$ cat src/rtl/note_sequencer.sv
// -----------------------------------------------------------------------------
// note_sequencer
//
// Playback and record controller for the LaunchPad note SRAM (DEPTH x 4 bits).
// One SRAM port is shared between keypad record writes and a timed playback
// engine. The engine walks addresses 0..len_eff-1, reads each note code, and
// drives PianoPlay with the note for NOTE_CYCLES followed by silence for the
// rest of the step. Codes 12..15 are rests and keep note_en low.
//
// Ports:
//   CLK        system clock, rising edge
//   RST        asynchronous active-low reset
//   rec_req    record write request, held until rec_ack
//   rec_addr   record target address
//   rec_data   record note code
//   rec_ack    write granted this cycle (combinational)
//   play_start start / restart playback (level, sampled every cycle)
//   play_stop  abort playback, wins over play_start
//   loop_en    wrap to step 0 after the last step instead of finishing
//   len        number of steps, clamped to DEPTH and latched at start
//   mem_addr   SRAM address
//   mem_we     SRAM write enable
//   mem_wdata  SRAM write data
//   mem_rdata  SRAM read data, valid one cycle after the address
//   note_en    PianoPlay enable
//   note_bin   PianoPlay note code
//   busy       high whenever the engine is not idle
//   step_idx   current step number
//   done       one-cycle pulse at the natural end of playback
// -----------------------------------------------------------------------------
module note_sequencer #(
    parameter int DEPTH       = 12,
    parameter int STEP_CYCLES = 1000000,
    parameter int NOTE_CYCLES = 750000
) (
    input  logic       CLK,
    input  logic       RST,
    input  logic       rec_req,
    input  logic [3:0] rec_addr,
    input  logic [3:0] rec_data,
    output logic       rec_ack,
    input  logic       play_start,
    input  logic       play_stop,
    input  logic       loop_en,
    input  logic [3:0] len,
    output logic [3:0] mem_addr,
    output logic       mem_we,
    output logic [3:0] mem_wdata,
    input  logic [3:0] mem_rdata,
    output logic       note_en,
    output logic [3:0] note_bin,
    output logic       busy,
    output logic [3:0] step_idx,
    output logic       done
);

    localparam int             TW        = $clog2(STEP_CYCLES);
    localparam logic [TW-1:0]  NOTE_LAST = TW'(NOTE_CYCLES - 1);
    localparam logic [TW-1:0]  STEP_LAST = TW'(STEP_CYCLES - 1);
    localparam logic [3:0]     DEPTH_L   = 4'(DEPTH);
    localparam logic [3:0]     REST_CODE = 4'd12;

    typedef enum logic [2:0] {
        IDLE,
        RD,
        WAIT,
        PLAY,
        GAP
    } state_t;

    state_t        state, state_nxt;
    logic [TW-1:0] timer, timer_nxt;
    logic [3:0]    step_nxt;
    logic [3:0]    note_nxt;
    logic [3:0]    len_eff, len_nxt;
    logic          done_nxt;
    logic [3:0]    len_sat;
    logic          start_ok;
    logic          grant;

    // Oversized lengths are clamped to the SRAM depth; a zero length
    // request is treated as no request at all.
    assign len_sat  = (len > DEPTH_L) ? DEPTH_L : len;
    assign start_ok = play_start && (len != 4'd0);

    // Register bank: everything returns to idle the moment RST falls, so a
    // reset mid-note silences the piano without producing a done pulse.
    always_ff @(posedge CLK or negedge RST) begin
        if (!RST) begin
            state    <= IDLE;
            timer    <= '0;
            step_idx <= 4'd0;
            note_bin <= 4'd0;
            len_eff  <= 4'd0;
            done     <= 1'b0;
        end else begin
            state    <= state_nxt;
            timer    <= timer_nxt;
            step_idx <= step_nxt;
            note_bin <= note_nxt;
            len_eff  <= len_nxt;
            done     <= done_nxt;
        end
    end

    // Next-state logic. The per-state sequencing is decided first, then a
    // restart and finally a stop override it, which gives stop priority
    // over start and start priority over the natural end of a step.
    // note_bin is captured from the read issued in RD, so a record write
    // landing in WAIT or later cannot disturb the note that is playing.
    always_comb begin
        state_nxt = state;
        timer_nxt = timer;
        step_nxt  = step_idx;
        note_nxt  = note_bin;
        len_nxt   = len_eff;
        done_nxt  = 1'b0;

        case (state)
            IDLE: begin
            end
            RD: begin
                state_nxt = WAIT;
            end
            WAIT: begin
                note_nxt  = mem_rdata;
                timer_nxt = '0;
                state_nxt = PLAY;
            end
            PLAY: begin
                timer_nxt = timer + TW'(1);
                if (timer == NOTE_LAST) begin
                    state_nxt = GAP;
                end
            end
            GAP: begin
                if (timer == STEP_LAST) begin
                    timer_nxt = '0;
                    if (step_idx + 4'd1 < len_eff) begin
                        step_nxt  = step_idx + 4'd1;
                        state_nxt = RD;
                    end else if (loop_en) begin
                        step_nxt  = 4'd0;
                        state_nxt = RD;
                    end else begin
                        step_nxt  = 4'd0;
                        state_nxt = IDLE;
                        done_nxt  = 1'b1;
                    end
                end else begin
                    timer_nxt = timer + TW'(1);
                end
            end
            default: begin
                state_nxt = IDLE;
            end
        endcase

        if (start_ok) begin
            state_nxt = RD;
            step_nxt  = 4'd0;
            timer_nxt = '0;
            len_nxt   = len_sat;
            done_nxt  = 1'b0;
        end

        if (play_stop) begin
            state_nxt = IDLE;
            step_nxt  = 4'd0;
            timer_nxt = '0;
            done_nxt  = 1'b0;
        end
    end

    // SRAM port sharing: the recorder owns the port in every cycle except
    // RD, where the playback read must go out. Out-of-range record
    // addresses are acknowledged so the requester is released, but the
    // write itself is suppressed. Nothing is granted while in reset.
    always_comb begin
        grant     = RST && rec_req && (state != RD);
        rec_ack   = grant;
        mem_we    = grant && (rec_addr < DEPTH_L);
        mem_addr  = grant ? rec_addr : step_idx;
        mem_wdata = grant ? rec_data : 4'd0;
    end

    // Player-facing status. The enable only sounds in PLAY and only for
    // real note codes; rest codes keep the step silent.
    always_comb begin
        note_en = (state == PLAY) && (note_bin < REST_CODE);
        busy    = (state != IDLE);
    end

endmodule

$ cat config.mk
export PLATFORM = sky130hd
export DESIGN_NAME = note_sequencer
export DESIGN_NICKNAME = d
export VERILOG_FILES = /design/src/rtl/note_sequencer.sv
export SDC_FILE = /design/constraint.sdc
export NUM_CORES = 1
export LEC_CHECK = 0
export ABC_AREA = 0
export BUFFER_PORTS_ARGS = -buffer_cell sky130_fd_sc_hd__buf_2
export CORE_ASPECT_RATIO = 1.2
export CORE_MARGIN = 4
export CORE_UTILIZATION = 50
export CTS_CLUSTER_SIZE = 14
export DETAILED_ROUTE_END_ITERATION = 16
export PLACE_DENSITY_LB_ADDON = 0.08
export SLEW_MARGIN = 40
export SYNTH_ARGS = -nofsm -noshare
export SYNTH_HDL_FRONTEND = slang
export SYNTH_SLANG_ARGS = --single-unit
export TNS_END_PERCENT = 50
$ cat constraint.sdc
create_clock -name CLK -period 2.25 [get_ports CLK]
set_input_delay 0.3375 -clock CLK [delete_from_list [all_inputs] [get_ports CLK]]
set_output_delay 0.3375 -clock CLK [all_outputs]
set_load 0.01 [all_outputs]
---- Word level (Yosys, flattened, before mapping) ----
Index checks and enable logic that the tools add are counted.
word-level totals
  bits in read-only memories .............. 0
  register bits ........................... 36
  bits in latches ......................... 0
  output and inout port bits .............. 21
  bits in writable memories ............... 0
  memories ................................ 0
  bits of input ports ..................... 22
operators by class
  order comparisons ....................... 4
  muxes and demuxes ....................... 25
  eq/ne operators ......................... 10
  add/sub/neg operators ................... 2
  shift operators ......................... 0
  reductions and logical operators ........ 13
  multipliers ............................. 0
  bitwise gates (word level) .............. 0
  divide/modulo/power cells ............... 0
operators with widths
  kind                     number
  $mux W20                 3
  $pmux W20 S3             1
  $eq A20 B20 Y1 const B   2
  $mux W4                  8
  $add A20 B1 Y20 const B  1
  $pmux W3 S5              1
  $mux W3                  4
  $reduce_bool A3 Y1       3
  $lt A4 B4 Y1 const B     2
  $mux W1                  8
  $ne A4 B4 Y1 const B     2
  $eq A3 B2 Y1 const B     2
  $logic_and A1 B1 Y1      5
  $reduce_bool A5 Y1       1
  $add A4 B1 Y4 const B    1
  $gt A4 B4 Y1 const B     1
  $lt A4 B4 Y1             1
  $reduce_bool A4 Y1       1
  $eq A3 B1 Y1 const B     1
  $eq A3 B3 Y1 const B     1
  $logic_not A3 Y1         1
  $ne A3 B1 Y1 const B     1
  $ne A3 B3 Y1 const B     1
  $reduce_and A3 Y1        1
  $reduce_and A2 Y1        1

---- Logic depth before layout (Yosys ltp) ----
Gate-level depths: netlist of the first run.
  depth in word-level cells ............... 7
  mapped depth ............................ 8
  depth with buffers taken out ............ 8

---- Least setup slack after synthesis of the first run ----
OpenSTA, ideal clock, no wires.
  path type ............................... reg-to-reg
  start ................................... register step_idx[0]
  end ..................................... register step_idx[2]
  setup slack ............................. 0.215 ns
  buffers on the path ..................... 0
  arrival time ............................ 1.955 ns
  cell stages (with the launch flop) ...... 9
  clock period less this slack ............ 2.035 ns
  setup time .............................. 0.080 ns
  cells stage by stage .................... dfrtp_1 -> ha_1 -> xor2_1 -> ha_1 -> or3_1 -> o22ai_1 -> nor2b_1 -> o21ai_0 -> a21oi_1
on the way
  longest elaborated chain between the ends .. 7
RTL lines
  element                   RTL line  RTL
  start: declaration        53        output logic [3:0] step_idx,
  start signal: assignment  99        step_idx <= step_nxt;
  $add A4 B1 Y4 (*)         139, 140
  $lt A4 B4 Y1              139       if (step_idx + 4'd1 < len_eff) begin
  $mux W4 (*)               139
  $mux W4 (*)               137       if (timer == STEP_LAST) begin
  $mux W4 (*)               119       case (state)
  $mux W4 (*)               159       if (start_ok) begin
  $mux W4 (*)               167       if (play_stop) begin
Every way passes the cells marked *; elsewhere a longest branch is shown, timed or not. The select of a mux whose other input is x is not followed.
A chain may end at the register's enable or synchronous reset.

---- Final worst setup path of the first run ----
  start ................................... register timer[0]
  end ..................................... register timer[2]
on the way
  longest elaborated chain between the ends .. 5
  elaborated cells between the ends (all ways) .. 6
RTL lines
  element                                            RTL line       RTL
  start: declaration                                 72             logic [TW-1:0] timer, timer_nxt;
  start signal: assignment                           98             timer <= timer_nxt;
  $add A20 B1 Y20 or $eq A20 B20 Y1 (tied branches)  131, 151, 137
  $mux W20                                           137
  $pmux W20 S3 (*)                                   119
  $mux W20 (*)                                       159
  $mux W20 (*)                                       167
Every way passes the cells marked *; elsewhere a longest branch is shown, timed or not.

==> metrics, run 1 <==
fmax=483 MHz; max-cap violations=0; post-synthesis sequential area ratio=41.8%; crit end category=flop; Std-Cell Rows=25; Post-synth EDFFs=0; RR Startpoint=timer[0]$_DFFE_PN0P_; Max transition margin=66.7%; Reg-to-Reg End=timer[2]$_DFFE_PN0P_; Setup CP Type=flop to flop; final hold violation count=0; async set or reset register ratio after synthesis=100%; Fill cells=357; Pleak=1.18 nW; H-tree depth=2; Syn Inst Count=237; PortBufs=42; I/O pins=43; Max VDD drop=0.280 mV; Post-CTS Hold Buffers=0; Setup Fix Bufs, Post-CTS=0; worst path cell trace=ha_1 > and4_1 > nand4_1 > o31ai_2 > buf_4 > o21ai_0 > a22o_1; Total Power=0.00131 W; Synth cell types=48; max-slew violations=0; Hold WC Path Type=input pin to asynchronous set/reset pin; ANT nets after route=0; area grow syn2layout=20.4%; NumNets Final=322; synthesized area per cell=9.10 sq um; final setup vio count=0; hpwl dp=3870 um; clock skew=0.00587 ns; via count=2003; Post-Syn Area=2160 sq um; clock-pin slew on the worst setup and hold paths=0.07 ns; initial antenna violation count=0; CTS Root Cell=clkbuf_8; worst reg2reg setup slack=0.18 ns; Starting Density=53.0%; CP max FO=9; Max stage delay on crit path=0.42 ns; number of DRC violations after detailed-routing iteration 0=145; RD Place Congestion=0.865; diode count=0; Pre-Repair DR Iteration Count=4; Fin Setup TNS=0 ns; routed len/inst=14.8 um; gr ovfl total=0; largest net degree at the start of global routing=37; gr usage total=21.0%; worst slew pin tran=0.498 ns; final worst-path cycle share=91.9%; PD cells=503 nW/um^2; WP data arrival=2.24 ns; CTS max path bufs=2; area of the core=4070 sq um; Post-CTS Resized=1; Chip Height=80.0 um; data required time at the worst endpoint=2.42 ns; CTS tree=done; ratio of cells with drive above 1 in the final layout=26.4%; Num CTS Buffers=5; Slowest-stage cell, CP=dfrtp_1; Post-Syn Nets=264; RSZ-0062 raised after global routing=no; YS warnings=0; Die Wd=68.0 um; CP Launch Type=flop; first-pass GRT wire length=8760 um; vias in the first global route=1970; Clock Latency Late Sink=0.28 ns; CTS sink count=36; Vias/cell=5.74; post-layout minimum cycle time=2.07 ns; DIE AREA=5430 sq um; status=finished, final reports clean; dominant synthesized flop cell=dfrtp_1; Synth Register Bits=36; DRC viols=0; r2r worst-path depth=7; routed wire length=5170 um
-- layout make-up --
type / instances / area [sq um] / share of cell area [%]
Multi-Input combinational cell: 182 / 1170 / 45.0
Inverter: 10 / 37.5 / 1.45
Clock buffer: 6 / 72.6 / 2.80
Timing Repair Buffer: 60 / 345 / 13.3
Sequential cell: 36 / 901 / 34.7
Clock inverter: 1 / 5.00 / 0.193
Tap cell: 54 / 67.6 / 2.60
-- stage by stage --
stage	instance area (sq um)	cells	worst slack [ns]	hold slack (ns)	utilization [%]
3_5_place_dp	2510	342	0.204	0.455	61.8
3_3_place_gp	2510	342	0.225	0.457	61.8
4_1_cts	2600	349	0.182	0.158	63.8
5_1_grt	2600	349	0.0319	0.178	63.8
6_report	2600	349	0.182	0.128	63.8
2_1_floorplan	2160	237	0.215	0.0419	-
-- cells in the final DEF, fill, tap and decap left out, drive strengths merged, types with 3 or more instances in the layout --
cell type / n
o21ai: 16
clkbuf: 6
ha: 5
xor2: 3
mux2: 8
nor2b: 3
or3: 9
a31oi: 9
inv: 10
xnor2: 4
nor4: 4
nand4: 9
and2: 6
nor3: 5
dfrtp: 36
nand2: 28
and3: 4
buf: 60
nand3: 13
nor2: 10
a21oi: 13
-- power breakdown --
group          total (W)  switching (W)  leakage [nW]  internal, W
Clock           0.000422       0.000212        0.0410     0.000210
Sequential      0.000694      0.0000152         0.487     0.000678
Combinational   0.000191       0.000104         0.647    0.0000874
-- flip-flops by register name, indices dropped and copies added (netlist names) --
register,count
note_bin,4
step_idx,4
timer,20
len_eff,4
done,1
state,3
-- cell usage after synthesis (2+ instances only) --
cell type  number  area (sq um)
a21boi_0        2          15.0
a21oi_1        13          65.1
a22o_1          2          17.5
a31oi_1         9          56.3
a32o_1          2          20.0
and2_1          6          37.5
and3_1          4          25.0
and4_1          2          17.5
buf_2           4          20.0
buf_6           2          22.5
clkbuf_1        2          7.51
dfrtp_1        36           901
ha_1            5          62.6
inv_1          10          37.5
mux2_2          8          90.1
mux2i_1         2          20.0
nand2_1        28           105
nand3_1        13          65.1
nand3b_1        2          15.0
nand4_1         9          56.3
nor2_1         10          37.5
nor2b_1         3          18.8
nor3_1          5          25.0
nor3b_1         2          15.0
nor4_1          4          25.0
o21a_1          2          15.0
o21ai_0        15          75.1
o22ai_1         2          12.5
or3_1           9          56.3
xnor2_1         4          35.0
xor2_1          3          26.3
-- critical path: cells and delay by family (launching register included) --
family	cells	cell delay [ns]
flops	1	0.42
simple gates	2	0.40
fa+ha+maj	1	0.24
compound gates	3	0.67
buf+inv	1	0.23
-- metal layers --
| metal | track usage [%] | wire length, um | vias to the layer above |
|---|---|---|---|
| met2 | 36.1 | 2630 | 70 |
| met5 | 0 | 0 | - |
| met3 | 3.94 | 301 | 13 |
| met1 | 24.3 | 2130 | 926 |
| met4 | 9.94 | 118 | 0 |
| li1 | - | - | 994 |
-- worst max path at each step --
stage	startpoint	to	slack [ns]	depth (start not counted)
6_report	timer[0]$_DFFE_PN0P_	timer[2]$_DFFE_PN0P_	0.18	7
3_5_place_dp	step_idx[0]$_DFFE_PN0P_	step_idx[2]$_DFFE_PN0P_	0.20	10
3_3_place_gp	len[1]	timer[18]$_DFFE_PN0P_	0.23	7
5_1_grt	timer[0]$_DFFE_PN0P_	timer[2]$_DFFE_PN0P_	0.03	7
2_1_floorplan	step_idx[0]$_DFFE_PN0P_	step_idx[2]$_DFFE_PN0P_	0.22	8
4_1_cts	state[1]$_DFFE_PN0P_	mem_addr[0]	0.18	5
-- cell families after synthesis --
logic type / share of synthesized area, %
fa+ha+maj: 2.90
xor+xnor: 2.84
simple gates: 25.1
mux: 5.10
buf+inv: 4.29
flops: 41.8
compound gates: 18.0
Note: power is estimated with default switching activity, not from simulation.
==> run 2, diff against run 1 <==
--- a/config.mk
+++ b/config.mk
@@ -9,7 +9,7 @@
 export BUFFER_PORTS_ARGS = -buffer_cell sky130_fd_sc_hd__buf_2
 export CORE_ASPECT_RATIO = 1.2
 export CORE_MARGIN = 4
-export CORE_UTILIZATION = 50
+export CORE_UTILIZATION = 59
 export CTS_CLUSTER_SIZE = 14
 export DETAILED_ROUTE_END_ITERATION = 16
 export PLACE_DENSITY_LB_ADDON = 0.08
==> constraint.sdc (replaced) <==
create_clock -name CLK -period 2.45 [get_ports CLK]
set_input_delay 0.3675 -clock CLK [delete_from_list [all_inputs] [get_ports CLK]]
set_output_delay 0.3675 -clock CLK [all_outputs]
set_load 0.01 [all_outputs]
==> metrics, run 2 (synthesis gave the netlist of run 1 again) <==
CP top delay family=compound AO/OA/AOI/OAI gates; Pleak=1.16 nW (-1.3%); post-layout minimum cycle time=2.17 ns (+0.0992 ns); Setup Fix Bufs, Post-CTS=0 (unchanged); NumNets Final=317 (-1.6%); vias in the first global route=1894 (-3.9%); PortBufs=42 (unchanged); WP data arrival=2.34 ns (+0.10 ns); CP max FO=7 (-2); clock skew=0.00405 ns (-0.00182 ns); Pre-Repair DR Iteration Count=5 (+1); area grow syn2layout=18.4%; routed wire length=5130 um (-0.87%); via count=2016 (+0.65%); crit end category=flop; Placed Area=2460 sq um (-2.3%); number of DRC violations after detailed-routing iteration 0=128 (-12%); RSZ-0062 raised after global routing=no; most frequent cells in the layout=42 x buf_2, 36 x dfrtp_1, 28 x nand2_1; r2r worst-path depth=7 (unchanged); Fill cells=282 (-21%); initial antenna violation count=0 (unchanged); Fin Setup TNS=0 ns (unchanged); Std-Cell Rows=23 (-8.0%); commonest non-fill, non-tap cell in the layout=buf_2; routed len/inst=15.6 um (+5.5%); finished layout cell area=2550 sq um (-1.6%); Num CTS Buffers=5 (unchanged); Util after Layout=74.6% (+11 points); CTS Root Cell=clkbuf_8; gr usage total=23.1% (+2.2 points); final worst-path cycle share=88.5% (-3.5 points); DRC viols=0 (unchanged); RD Place Congestion=0.848 (-2.0%); worst slew pin tran=0.501 ns (+0.00218 ns); Clock Latency Late Sink=0.28 ns (about the same); data required time at the worst endpoint=2.62 ns (+0.20 ns); hpwl dp=3720 um (-3.8%); clock-pin slew on the worst setup and hold paths=0.07 ns (about the same); Starting Density=63.0% (+9.9 points); CTS tree=done; area of the core=3420 sq um (-16%); H-tree depth=2 (unchanged); CP Buf/Inv Count=0 (-1); Place WS=0.0689 ns (-0.136 ns); Max transition margin=66.5% (-0.15 points); Hold WC Path Type=input pin to asynchronous set/reset pin; max FFs per register=20 (unchanged); met1 WL=2170 um (+1.9%); final setup vio count=0 (unchanged); diode count=0 (unchanged); Biggest register=timer; Chip Height=74.2 um (-7.1%); Slowest-stage cell, CP=dfrtp_1; I/O pins=43 (unchanged); Setup CP Type=flop to flop; first-pass GRT wire length=8560 um (-2.3%); CTS max path bufs=2 (unchanged); max-cap violations=0 (unchanged); final hold violation count=0 (unchanged); met3 routed WL=303 um (+0.66%); Max stage delay on crit path=0.44 ns (+0.02 ns); worst path cell trace=ha_1 > ha_1 > a21boi_0 > o22ai_2 > o21ai_0 > nand2_1 > a32o_1; largest net degree at the start of global routing=37 (unchanged); Die Wd=63.2 um (-7.0%); met2 wire len=2590 um (-1.3%); PD cells=487 nW/um^2 (-3.3%); max-slew violations=0 (unchanged); ANT nets after route=0 (unchanged); gr ovfl total=0 (unchanged); status=finished, final reports clean; fmax=461 MHz (-4.6%); DR top layer=met4; Vias/cell=6.15 (+7.1%); CP Launch Type=flop; Levels on crit path=7 (unchanged); CTS sink count=36 (unchanged); DIE AREA=4690 sq um (-14%); CP most frequent cell=ha_1; ratio of cells with drive above 1 in the final layout=25.4% (-1.0 points); setup ws final=0.282 ns (+0.101 ns); Max VDD drop=0.478 mV (+71%)
## run 2: cell count changes in the layout (fill, tap and decap cells not counted), sizes merged
cell / previous run / this run
buf: 60 / 55
clkbuf: 6 / 8
clkinv: 1 / 0
## run 2: worst register-to-register path: stages (launching register included)
cell	delay, ns
dfrtp_1	0.44
ha_1	0.35
ha_1	0.28
a21boi_0	0.26
o22ai_2	0.20
o21ai_0	0.20
nand2_1	0.07
a32o_1	0.26
## run 2: where the power goes
group	total [W]	switching [W]	internal [W]
Combinational	0.000175	0.0000958	0.0000796
Sequential	0.000637	0.0000140	0.000623
Clock	0.000431	0.000202	0.000229
Total	0.00124	0.000312	0.000932
## run 2: final timing paths
path | to | startpoint | slack [ns]
min in group CLK | done$_DFF_PN0_ | loop_en | 0.25
max | state[0]$_DFFE_PN0P_ | step_idx[0]$_DFFE_PN0P_ | 0.28
min | len_eff[0]$_DFFE_PN0P_ | RST | 0.15
max reg2reg | state[0]$_DFFE_PN0P_ | step_idx[0]$_DFFE_PN0P_ | 0.28
max in group asynchronous | timer[5]$_DFFE_PN0P_ | RST | 1.98
min reg2reg | len_eff[0]$_DFFE_PN0P_ | len_eff[0]$_DFFE_PN0P_ | 0.49
## run 2: what timing repair did
action	CTS	global route
hold buffers	0	0
hold endpoints to repair	0	0
setup endpoints to repair	0	8
resized for setup	0	2
## run 2: through the flow
stage          cells  hold slack, ns  power [W]
2_1_floorplan    237          0.0719   0.000736
3_3_place_gp     320           0.459   0.000818
3_5_place_dp     320           0.479   0.000823
4_1_cts          328           0.172    0.00125
5_1_grt          328           0.195    0.00131
6_report         328           0.152    0.00124
## run 2: area by class of cell
| cell class | instances | area [sq um] | area share [%] |
|---|---|---|---|
| Timing Repair Buffer | 55 | 308 | 12.1 |
| Sequential cell | 36 | 901 | 35.3 |
| Inverter | 10 | 37.5 | 1.47 |
| Tap cell | 37 | 46.3 | 1.81 |
| Clock buffer | 8 | 90.1 | 3.53 |
| Multi-Input combinational cell | 182 | 1170 | 45.9 |
## run 2: layer usage
metal	track usage (%)	vias up
li1	-	983
met1	27.0	959
met2	42.0	68
met3	5.44	6
met4	8.63	0
met5	0	-
